==> src/rtl/operand_sequencer.sv <==
// Serial operand loader for the 4-operand add/sub stage: collects A..D one nibble at a time,
// waits EVAL_CYCLES, captures F. Optional overflow flag under SEQ_OVF_FLAG_EN.
module operand_sequencer #(
    parameter int EVAL_CYCLES = 1
) (
    input  logic       clk,
    input  logic       rst,
    input  logic [3:0] nib_in,
    input  logic       nib_valid,
    output logic       nib_ready,
    output logic [3:0] A,
    output logic [3:0] B,
    output logic [3:0] C,
    output logic [3:0] D,
    input  logic [4:0] F_in,
    output logic [4:0] res_out,
    output logic       res_valid,
    input  logic       res_ready
`ifdef SEQ_OVF_FLAG_EN
    ,
    output logic       ovf
`endif
);

    typedef enum logic [1:0] {LOAD, EVAL, HOLD} state_t;

    localparam logic [3:0] CNT_INIT = 4'(EVAL_CYCLES - 1);

    state_t     state, state_nx;
    logic [1:0] idx;
    logic [3:0] cnt;
    logic       accept;
    logic       capture;
    logic       release_res;

    always_ff @(posedge clk) begin
        if (rst) state <= LOAD;
        else     state <= state_nx;
    end

    always_comb begin
        state_nx    = state;
        nib_ready   = 1'b0;
        capture     = 1'b0;
        release_res = 1'b0;
        case (state)
            LOAD: begin
                nib_ready = 1'b1;
                if (nib_valid && idx == 2'd3) state_nx = EVAL;
            end
            EVAL: begin
                if (cnt == 4'd0) begin
                    capture  = 1'b1;
                    state_nx = HOLD;
                end
            end
            HOLD: begin
                if (res_ready) begin
                    release_res = 1'b1;
                    state_nx    = LOAD;
                end
            end
            default: state_nx = LOAD;
        endcase
    end

    assign accept = nib_valid & nib_ready;

    always_ff @(posedge clk) begin
        if (rst) begin
            idx       <= 2'd0;
            cnt       <= 4'd0;
            A         <= 4'd0;
            B         <= 4'd0;
            C         <= 4'd0;
            D         <= 4'd0;
            res_out   <= 5'd0;
            res_valid <= 1'b0;
        end else begin
            if (accept) begin
                case (idx)
                    2'd0: A <= nib_in;
                    2'd1: B <= nib_in;
                    2'd2: C <= nib_in;
                    2'd3: D <= nib_in;
                    default: ;
                endcase
                // 2-bit index wraps to 0 on its own after D
                idx <= idx + 2'd1;
            end
            if (accept && idx == 2'd3) cnt <= CNT_INIT;
            else if (state == EVAL && cnt != 4'd0) cnt <= cnt - 4'd1;
            if (capture) begin
                res_out   <= F_in;
                res_valid <= 1'b1;
            end else if (release_res) begin
                res_valid <= 1'b0;
            end
        end
    end

`ifdef SEQ_OVF_FLAG_EN
    // Exact signed result from our own operands; range -30..30 fits in 7 bits
    logic signed [6:0] exact;
    assign exact = $signed({3'b000, A}) + $signed({3'b000, B})
                 - $signed({3'b000, C}) - $signed({3'b000, D});

    always_ff @(posedge clk) begin
        if (rst)              ovf <= 1'b0;
        else if (capture)     ovf <= (exact > 7'sd15) || (exact < -7'sd16);
        else if (release_res) ovf <= 1'b0;
    end
`endif

endmodule

==> config.mk <==
export PLATFORM = sky130hd
export DESIGN_NAME = operand_sequencer
export DESIGN_NICKNAME = d
export VERILOG_FILES = /design/src/rtl/operand_sequencer.sv
export SDC_FILE = /design/constraint.sdc
export NUM_CORES = 1
export LEC_CHECK = 0
export CAP_MARGIN = 40
export CORE_UTILIZATION = 51
export DETAILED_ROUTE_END_ITERATION = 7
export PLACE_DENSITY = 0.89
export REMOVE_ABC_BUFFERS = 1
export SYNTH_ARGS = -nofsm -noshare
export SYNTH_HDL_FRONTEND = slang
export SYNTH_SLANG_ARGS = --single-unit
export TNS_END_PERCENT = 50
==> constraint.sdc <==
create_clock -name clk -period 3.4 [get_ports clk]
set_clock_uncertainty 0.1 [all_clocks]
set_input_delay 0.68 -clock clk [delete_from_list [all_inputs] [get_ports clk]]
set_output_delay 0.68 -clock clk [all_outputs]
set_load 0.1 [all_outputs]
; ---- After elaboration in Yosys (flattened, before gate mapping)
; Cells that the tools add are included.
[totals]
reg_bits = 30
[op_classes]
eq_ne = 8
n_reduce_logical = 14
muxes = 11
bitwise = 1
n_addsub = 2
[op_table]
columns = op, count
row1 = $reduce_and 2->1, 4
row2 = $mux 1, 7
row3 = $eq 2x2->1 const B, 3
row4 = $mux 2, 3
row5 = $ne 2x2->1 const B, 3
row6 = $pmux 2 s3, 1
row7 = $eq 2x1->1 const B, 2
row8 = $logic_not 2->1, 2
row9 = $logic_not 4->1, 1
row10 = $reduce_bool 4->1, 1
row11 = $sub 4x1->4 const B, 1
row12 = $logic_and 1x1->1, 3
row13 = $reduce_and 3->1, 1
row14 = $add 2x1->2 const B, 1
row15 = $reduce_bool 2->1, 1
row16 = $reduce_or 2->1, 1
row17 = $and 1x1->1, 1

; ---- Depth between registers and ports, before layout
; Gate-level depths: netlist of the first run.
[depth]
word_depth = 5
mapped_depth = 6
depth_no_buf = 5

; ---- Least setup slack after synthesis of the first run
; Ideal clock, no wire load.
[synth_path]
path_type = register to output
start = register state[1]
end = output port nib_ready
setup_slack_ns = 0.921
arrival_time_ns = 1.699
n_path_buf = 1
path_stages_with_launch = 3
cell_sequence = dfxtp_1 -> buf_2 -> nor2_1
[synth_via]
elab_chain_cells = 2
[synth_rtl]
columns = item, line
row1 = "start, declared", 29  ; state_t state, state_nx;
row2 = "start signal, assigned", 38  ; else state <= state_nx;
row3 = $logic_not 2->1, 46  ; case (state)
row4 = $mux 1, 46
row5 = "end, declared", 10  ; output logic nib_ready,
; Every way passes these cells.

; ---- Worst setup path in the final report of the first run
[layout_path]
start = input port nib_valid
end = register cnt[1]
[layout_via]
elab_chain_cells = 3
[layout_rtl]
columns = item, line
row1 = "start, declared", 9  ; input logic nib_valid,
row2 = $and 1x1->1, 67  ; assign accept = nib_valid & nib_ready;
row3 = $logic_and 1x1->1, 91  ; if (accept && idx == 2'd3) cnt <= CNT_INIT;
row4 = $reduce_or 2->1 (no source line), -
row5 = "end signal, assigned", 92  ; else if (state == EVAL && cnt != 4'd0) cnt <= cnt - 4'd1;
row6 = "end, declared", 31  ; logic [3:0] cnt;
; Every way passes these cells.
; A chain may end at the register's enable or synchronous reset.

==> results of run 1 <==
-- sequential cells by signal, indices dropped and copies added, names as in the netlist --
register / flops
cnt: 4
B: 4
state: 2
A: 4
res_valid: 1
idx: 2
res_out: 5
C: 4
D: 4
-- final timing paths --
check,start,end,slack [ns],cells past startpoint
max,nib_valid,cnt[1]$_SDFFE_PP0P_,1.27,4
min reg2reg,res_valid$_SDFFE_PP0P_,res_valid$_SDFFE_PP0P_,0.37,2
min,res_valid$_SDFFE_PP0P_,res_valid$_SDFFE_PP0P_,0.37,2
max reg2reg,idx[0]$_SDFFE_PP0N_,cnt[1]$_SDFFE_PP0P_,1.65,4
-- placed cells by master, fill, tap and decap left out, types with 3 or more instances in the layout --
cell type         n
a21oi_1           7
inv_1             4
nor2_1           21
clkbuf_4          5
and4bb_2          3
buf_4            24
mux2i_1          22
ha_1              5
nand2b_1         10
clkdlybuf4s50_1  12
dfxtp_1          30
-- tightest hold or removal path, cell delays in order (launching register included) --
cell,delay (ns)
dfxtp_1,0.32
nand2_1,0.06
a21oi_1,0.05
-- metal layers --
layer / vias to the layer above / routed length [microns] / track usage
met5: - / 0 / 0
met2: 26 / 1200 / 0.325
met1: 464 / 1050 / 0.222
li1: 509 / - / -
met3: 7 / 177 / 0.0977
met4: 0 / 51 / 0.110
-- power groups by stage --
| stage | Combinational, W | Sequential [W] | Clock (W) |
|---|---|---|---|
| floorplan | 0.0000381 | 0.000437 | 0 |
| global placement | 0.000138 | 0.000378 | 0 |
| detailed placement | 0.000141 | 0.000378 | 0 |
| CTS | 0.000141 | 0.000370 | 0.000201 |
| global route | 0.000147 | 0.000372 | 0.000216 |
| finish | 0.000139 | 0.000370 | 0.000199 |
-- cell usage after synthesis --
| library cell | number | area share |
|---|---|---|
| a21o_1 | 1 | 0.0056 |
| a21oi_1 | 7 | 0.026 |
| nand2b_1 | 10 | 0.047 |
| nand3b_4 | 1 | 0.015 |
| dfxtp_1 | 30 | 0.45 |
| nand3b_1 | 1 | 0.0056 |
| nor3_4 | 1 | 0.012 |
| nor4bb_2 | 1 | 0.012 |
| nor2_1 | 21 | 0.059 |
| inv_1 | 4 | 0.011 |
| a21bo_2 | 1 | 0.0075 |
| or3b_1 | 2 | 0.013 |
| or3_1 | 1 | 0.0047 |
| buf_2 | 1 | 0.0037 |
| nor3b_1 | 1 | 0.0056 |
| clkbuf_1 | 3 | 0.0084 |
| nand2_1 | 2 | 0.0056 |
| buf_6 | 1 | 0.0084 |
| nor3_1 | 1 | 0.0037 |
| and4bb_2 | 3 | 0.028 |
| nand3_1 | 2 | 0.0075 |
| mux2i_1 | 22 | 0.16 |
| ha_1 | 5 | 0.047 |
| nor3_2 | 1 | 0.0075 |
| or2_4 | 1 | 0.0066 |
| xnor2_1 | 1 | 0.0066 |
| or3b_2 | 1 | 0.0066 |
| clkbuf_2 | 3 | 0.011 |
| and3_1 | 1 | 0.0047 |
| nor2b_1 | 1 | 0.0047 |
-- cell type report --
type	count	area, sq um
Clock buffer	5	37.5
Clock inverter	2	10.0
Inverter	4	15.0
Multi-Input combinational cell	89	677
Fill cell	208	800
Tap cell	30	37.5
Sequential cell	30	601
Timing Repair Buffer	36	300
-- per-stage QoR --
stage          hold WS, ns  cell area [sq um]
2_1_floorplan        0.404               1290
4_1_cts              0.377               1680
5_1_grt              0.404               1680
3_5_place_dp         0.362               1630
3_3_place_gp         0.344               1630
6_report             0.369               1680
-- cell families (layout without fill, tap and decap cells) --
kind of cell               Yosys count  count (layout)  share of synthesized area
buffers and inverters               12              47                     0.0431
adders and majority gates            5               5                     0.0469
DFF                                 30              30                      0.450
muxes                               22              22                      0.165
AOI/OAI and AO/OA                    9               9                     0.0394
and+or+nand+nor                     52              52                      0.249
xor gates and xnor gates             1               1                    0.00656
==> results.py, run 1 <==
metrics = {
    "outcome": {
        "status": "finished clean",
    },
    "clocking": {
        "postCtsSetupBuffers": 0,
        "tritoncts": "done",
        "cts-htree-levels": 2,
        "cts_hold_buf": 0,
        "root_buffer": "clkbuf_4",
        "cts_buffers": 5,
        "clk_pin_slew_ns": 0.10,
        "clock-sinks": 30,
        "cts_resized": 0,
        "clock_path_buffers": 2,
        "clk_latency_ns": 0.34,
    },
    "cells_and_area": {
        "area_growth_pct": 25.7,
        "post-route-util": 0.677,
        "diodes": 0,
        "layout-drive-gt1-share": 0.247,
        "layout.nets": 184,
        "fin_cells": 196,
    },
    "setup_path": {
        "path_cells": "clkdlybuf4s50_1 > nor4bb_2 > or2_4 > nor3_2",
        "critPathArrivalTime_ns": 2.26,
        "worst-path-buf-inv": 1,
        "required_ns": 3.53,
        "path_max_fanout": 6,
        "cpPeakStageDelay_ns": 0.74,
        "crit_family": "simple AND/OR/NAND/NOR gates",
        "worst_setup_path_start_kind": "input port",
        "endpoint_kind": "flop",
        "worstSetupPathType": "in -> reg",
        "cp_slowest_cell": "nor4bb_2",
    },
    "yosys": {
        "synth_seq_cells": 30,
        "synthCells": 131,
        "yosysSeqAreaShare": 0.450,
        "syn-cell-area_sq_um": 1340,
        "synthDistinctLibCells": 30,
        "synth.avg_cell_area_sq_um": 10.2,
        "yosys_warnings": 0,
    },
    "power": {
        "switching_share": 0.319,
        "seq_power_share": 0.523,
        "netSwitchingPower_w": 0.000226,
        "cell_internal_pwr_w": 0.000482,
        "leakagePower_nw": 0.669,
        "power_w": 0.000708,
        "clkPwrFrac": 0.280,
        "comb_power_share": 0.197,
        "max-vdd-ir-drop_v": 0.000428,
        "power_density_nw_per_um2": 422,
    },
    "drt": {
        "first_pass_iters": 4,
        "drc": 0,
        "vias_per_cell": 5.13,
        "wirelength_microns": 2480,
        "vias": 1006,
        "ant_nets": 0,
        "wire_per_inst_microns": 12.7,
        "drt_iter0_drc": 7,
    },
    "floorplan": {
        "rows": 18,
        "ioPinCount": 36,
        "coreArea_sq_um": 2480,
        "start_util": 0.539,
        "die_area_sq_um": 2830,
        "fp.dieH_microns": 53.2,
        "die_w_microns": 53.2,
    },
    "timing": {
        "fin_crit_sh": 0.625,
        "slew_viol_final": 0,
        "worst_slack_ns": 1.27,
        "fmax_ghz": 0.470,
        "rsz0062_at_grt": "no",
        "maxSlewHeadroom": 0.460,
        "hold_viol": 0,
        "setup_tns_ns": 0,
        "fin_crit_ns": 2.13,
        "setup_viol": 0,
        "worstMarginPinSlew_ns": 0.799,
    },
    "placed_design": {
        "dp.cells": 189,
        "dp_slack_ns": 0.886,
        "port_buffers": 35,
        "routabilityCongestion": 0.738,
        "dp_hpwl_microns": 1870,
    },
    "global_routing": {
        "grt_pass1_wl_microns": 3930,
        "antenna_found_initial": 0,
        "grt_max_degree": 24,
        "grt_usage": 0.204,
        "grt_pass1_vias": 894,
        "grt_overflow": 0,
    },
    "flow_run": {
        "maxCapViolations": 0,
    },
    "hold_path": {
        "worst_hold_path_type": "reg -> reg",
    },
}
Power figures use the tool's default switching activity.
==> run 2: changes to the inputs <==
- CORE_UTILIZATION: 51 -> 42
- PLACE_DENSITY: 0.89 -> 0.79
- clock period: 3.4 -> 1.8 ns (I/O delays scaled with it)
==> run 2 against run 1 <==
Compared with the run above: worst hold slack gained 0.033 ns; sequential share of layout area shrank 6.3 points; combinational power grew 120%; design area grew 22%; largest cell class unchanged.
==> results.py, run 2 (synthesized netlist as in run 1, its figures left out) <==
metrics = {
    "outcome": {
        "status": "finished clean",
    },
    "timing": {
        "slew_viol_final": 0,
        "worst_slack_ns": 0.179,
        "hold_viol": 0,
        "maxSlewHeadroom": 0.718,
        "fin_crit_sh": 0.901,
        "fin_crit_ns": 1.62,
        "setup_viol": 0,
        "hold_ws_ns": 0.402,
        "rsz0062_at_grt": "no",
        "worstMarginPinSlew_ns": 0.422,
        "fmax_ghz": 0.617,
    },
    "drt": {
        "drc": 0,
        "vias": 1010,
        "wire_per_inst_microns": 12.9,
        "wirelength_microns": 2750,
        "first_pass_iters": 4,
        "drt_iter0_drc": 30,
        "vias_per_cell": 4.74,
        "ant_nets": 0,
    },
    "cells_and_area": {
        "layout_commonest_cell": "dfxtp_1",
        "final_cell_mix": "dfxtp_1 (30), buf_12 (23), mux2i_1 (22)",
        "register_area_sq_um": 601,
        "nFillCells": 226,
        "multi_input_area_sq_um": 677,
        "largest_register": "res_out",
        "diodes": 0,
        "largest_reg_flops": 5,
        "area_growth_pct": 52.8,
        "layout.nets": 187,
        "layout-drive-gt1-share": 0.260,
    },
    "clocking": {
        "clk_latency_ns": 0.32,
        "clk_pin_slew_ns": 0.09,
        "root_buffer": "clkbuf_4",
        "cts_resized": 0,
        "cts_hold_buf": 0,
        "cts_buffers": 5,
        "cts-htree-levels": 2,
        "postCtsSetupBuffers": 0,
        "tritoncts": "done",
        "clock-sinks": 30,
        "clock_path_buffers": 2,
    },
    "setup_path": {
        "worstSetupPathType": "reg -> out",
        "endpoint_kind": "output port",
        "required_ns": 1.34,
        "path_max_fanout": 10,
        "worst_setup_path_start_kind": "flop",
        "critPathArrivalTime_ns": 1.16,
    },
    "floorplan": {
        "die_area_sq_um": 3410,
        "start_util": 0.441,
        "coreArea_sq_um": 3030,
        "ioPinCount": 36,
        "fp.dieH_microns": 58.4,
        "rows": 20,
        "die_w_microns": 58.4,
    },
    "hold_path": {
        "worst_hold_path_type": "reg -> reg",
    },
    "power": {
        "power_w": 0.00155,
        "switching_share": 0.268,
        "power_density_nw_per_um2": 762,
        "seq_power_share": 0.455,
        "cell_internal_pwr_w": 0.00114,
        "comb_power_share": 0.200,
        "max-vdd-ir-drop_v": 0.000670,
        "leakagePower_nw": 0.766,
        "clkPwrFrac": 0.344,
        "netSwitchingPower_w": 0.000416,
    },
    "flow_run": {
        "maxCapViolations": 0,
    },
    "global_routing": {
        "grt_pass1_wl_microns": 4540,
        "grt_overflow": 0,
        "grt_usage": 0.178,
        "grt_pass1_vias": 1001,
        "grt_max_degree": 13,
        "antenna_found_initial": 0,
    },
    "placed_design": {
        "dp_hpwl_microns": 2160,
        "routabilityCongestion": 0.677,
        "port_buffers": 35,
        "dp_slack_ns": -0.0576,
    },
}
run 2: critical path, stage by stage, from the launching register on:
cell and delay (ns):
dfxtp_1 0.42, nor2_1 0.22, buf_12 0.20
run 2: worst paths after layout:
check,startpoint,endpoint,slack (ns),depth (start not counted)
setup / recovery,state[1]$_SDFFE_PP0P_,nib_ready,0.18,2
hold / removal,res_valid$_SDFFE_PP0P_,res_valid$_SDFFE_PP0P_,0.40,2
setup reg to reg,cnt[0]$_SDFFE_PP0P_,cnt[1]$_SDFFE_PP0P_,0.22,5
hold reg to reg,res_valid$_SDFFE_PP0P_,res_valid$_SDFFE_PP0P_,0.40,2
run 2: metal layers:
metal,track usage,vias to the layer above,routed length [microns]
met1,0.198,468,1150
met5,0,-,0
met3,0.0615,4,121
met4,0.0408,0,20
li1,-,518,-
met2,0.325,20,1460
run 2: final cells by class:
| type | count | share of cell area |
|---|---|---|
| well taps | 44 | 0.0270 |
| clock buffers | 6 | 0.0252 |
| inverters | 4 | 0.00736 |
| clock inverters | 1 | 0.0147 |
| flip-flops and latches | 30 | 0.294 |
| repair buffers | 39 | 0.299 |
| multi-input cells | 89 | 0.332 |
run 2: per-stage QoR:
step | util | area (sq um) | std cells | setup TNS (ns)
CTS | 0.674 | 2040 | 213 | 0
floorplan | - | 1290 | 123 | -0.307
global placement | 0.647 | 1960 | 206 | 0
global route | 0.674 | 2040 | 213 | 0
detailed placement | 0.647 | 1960 | 206 | -0.186
finish | 0.674 | 2040 | 213 | 0
run 2: power by group through the flow:
stage               clock network, W   logic, W  registers, W
global placement                   0   0.000305      0.000722
floorplan                          0  0.0000720      0.000826
global route                0.000574   0.000325      0.000710
detailed placement                 0   0.000311      0.000723
CTS                         0.000544   0.000313      0.000708
finish                      0.000535   0.000311      0.000708
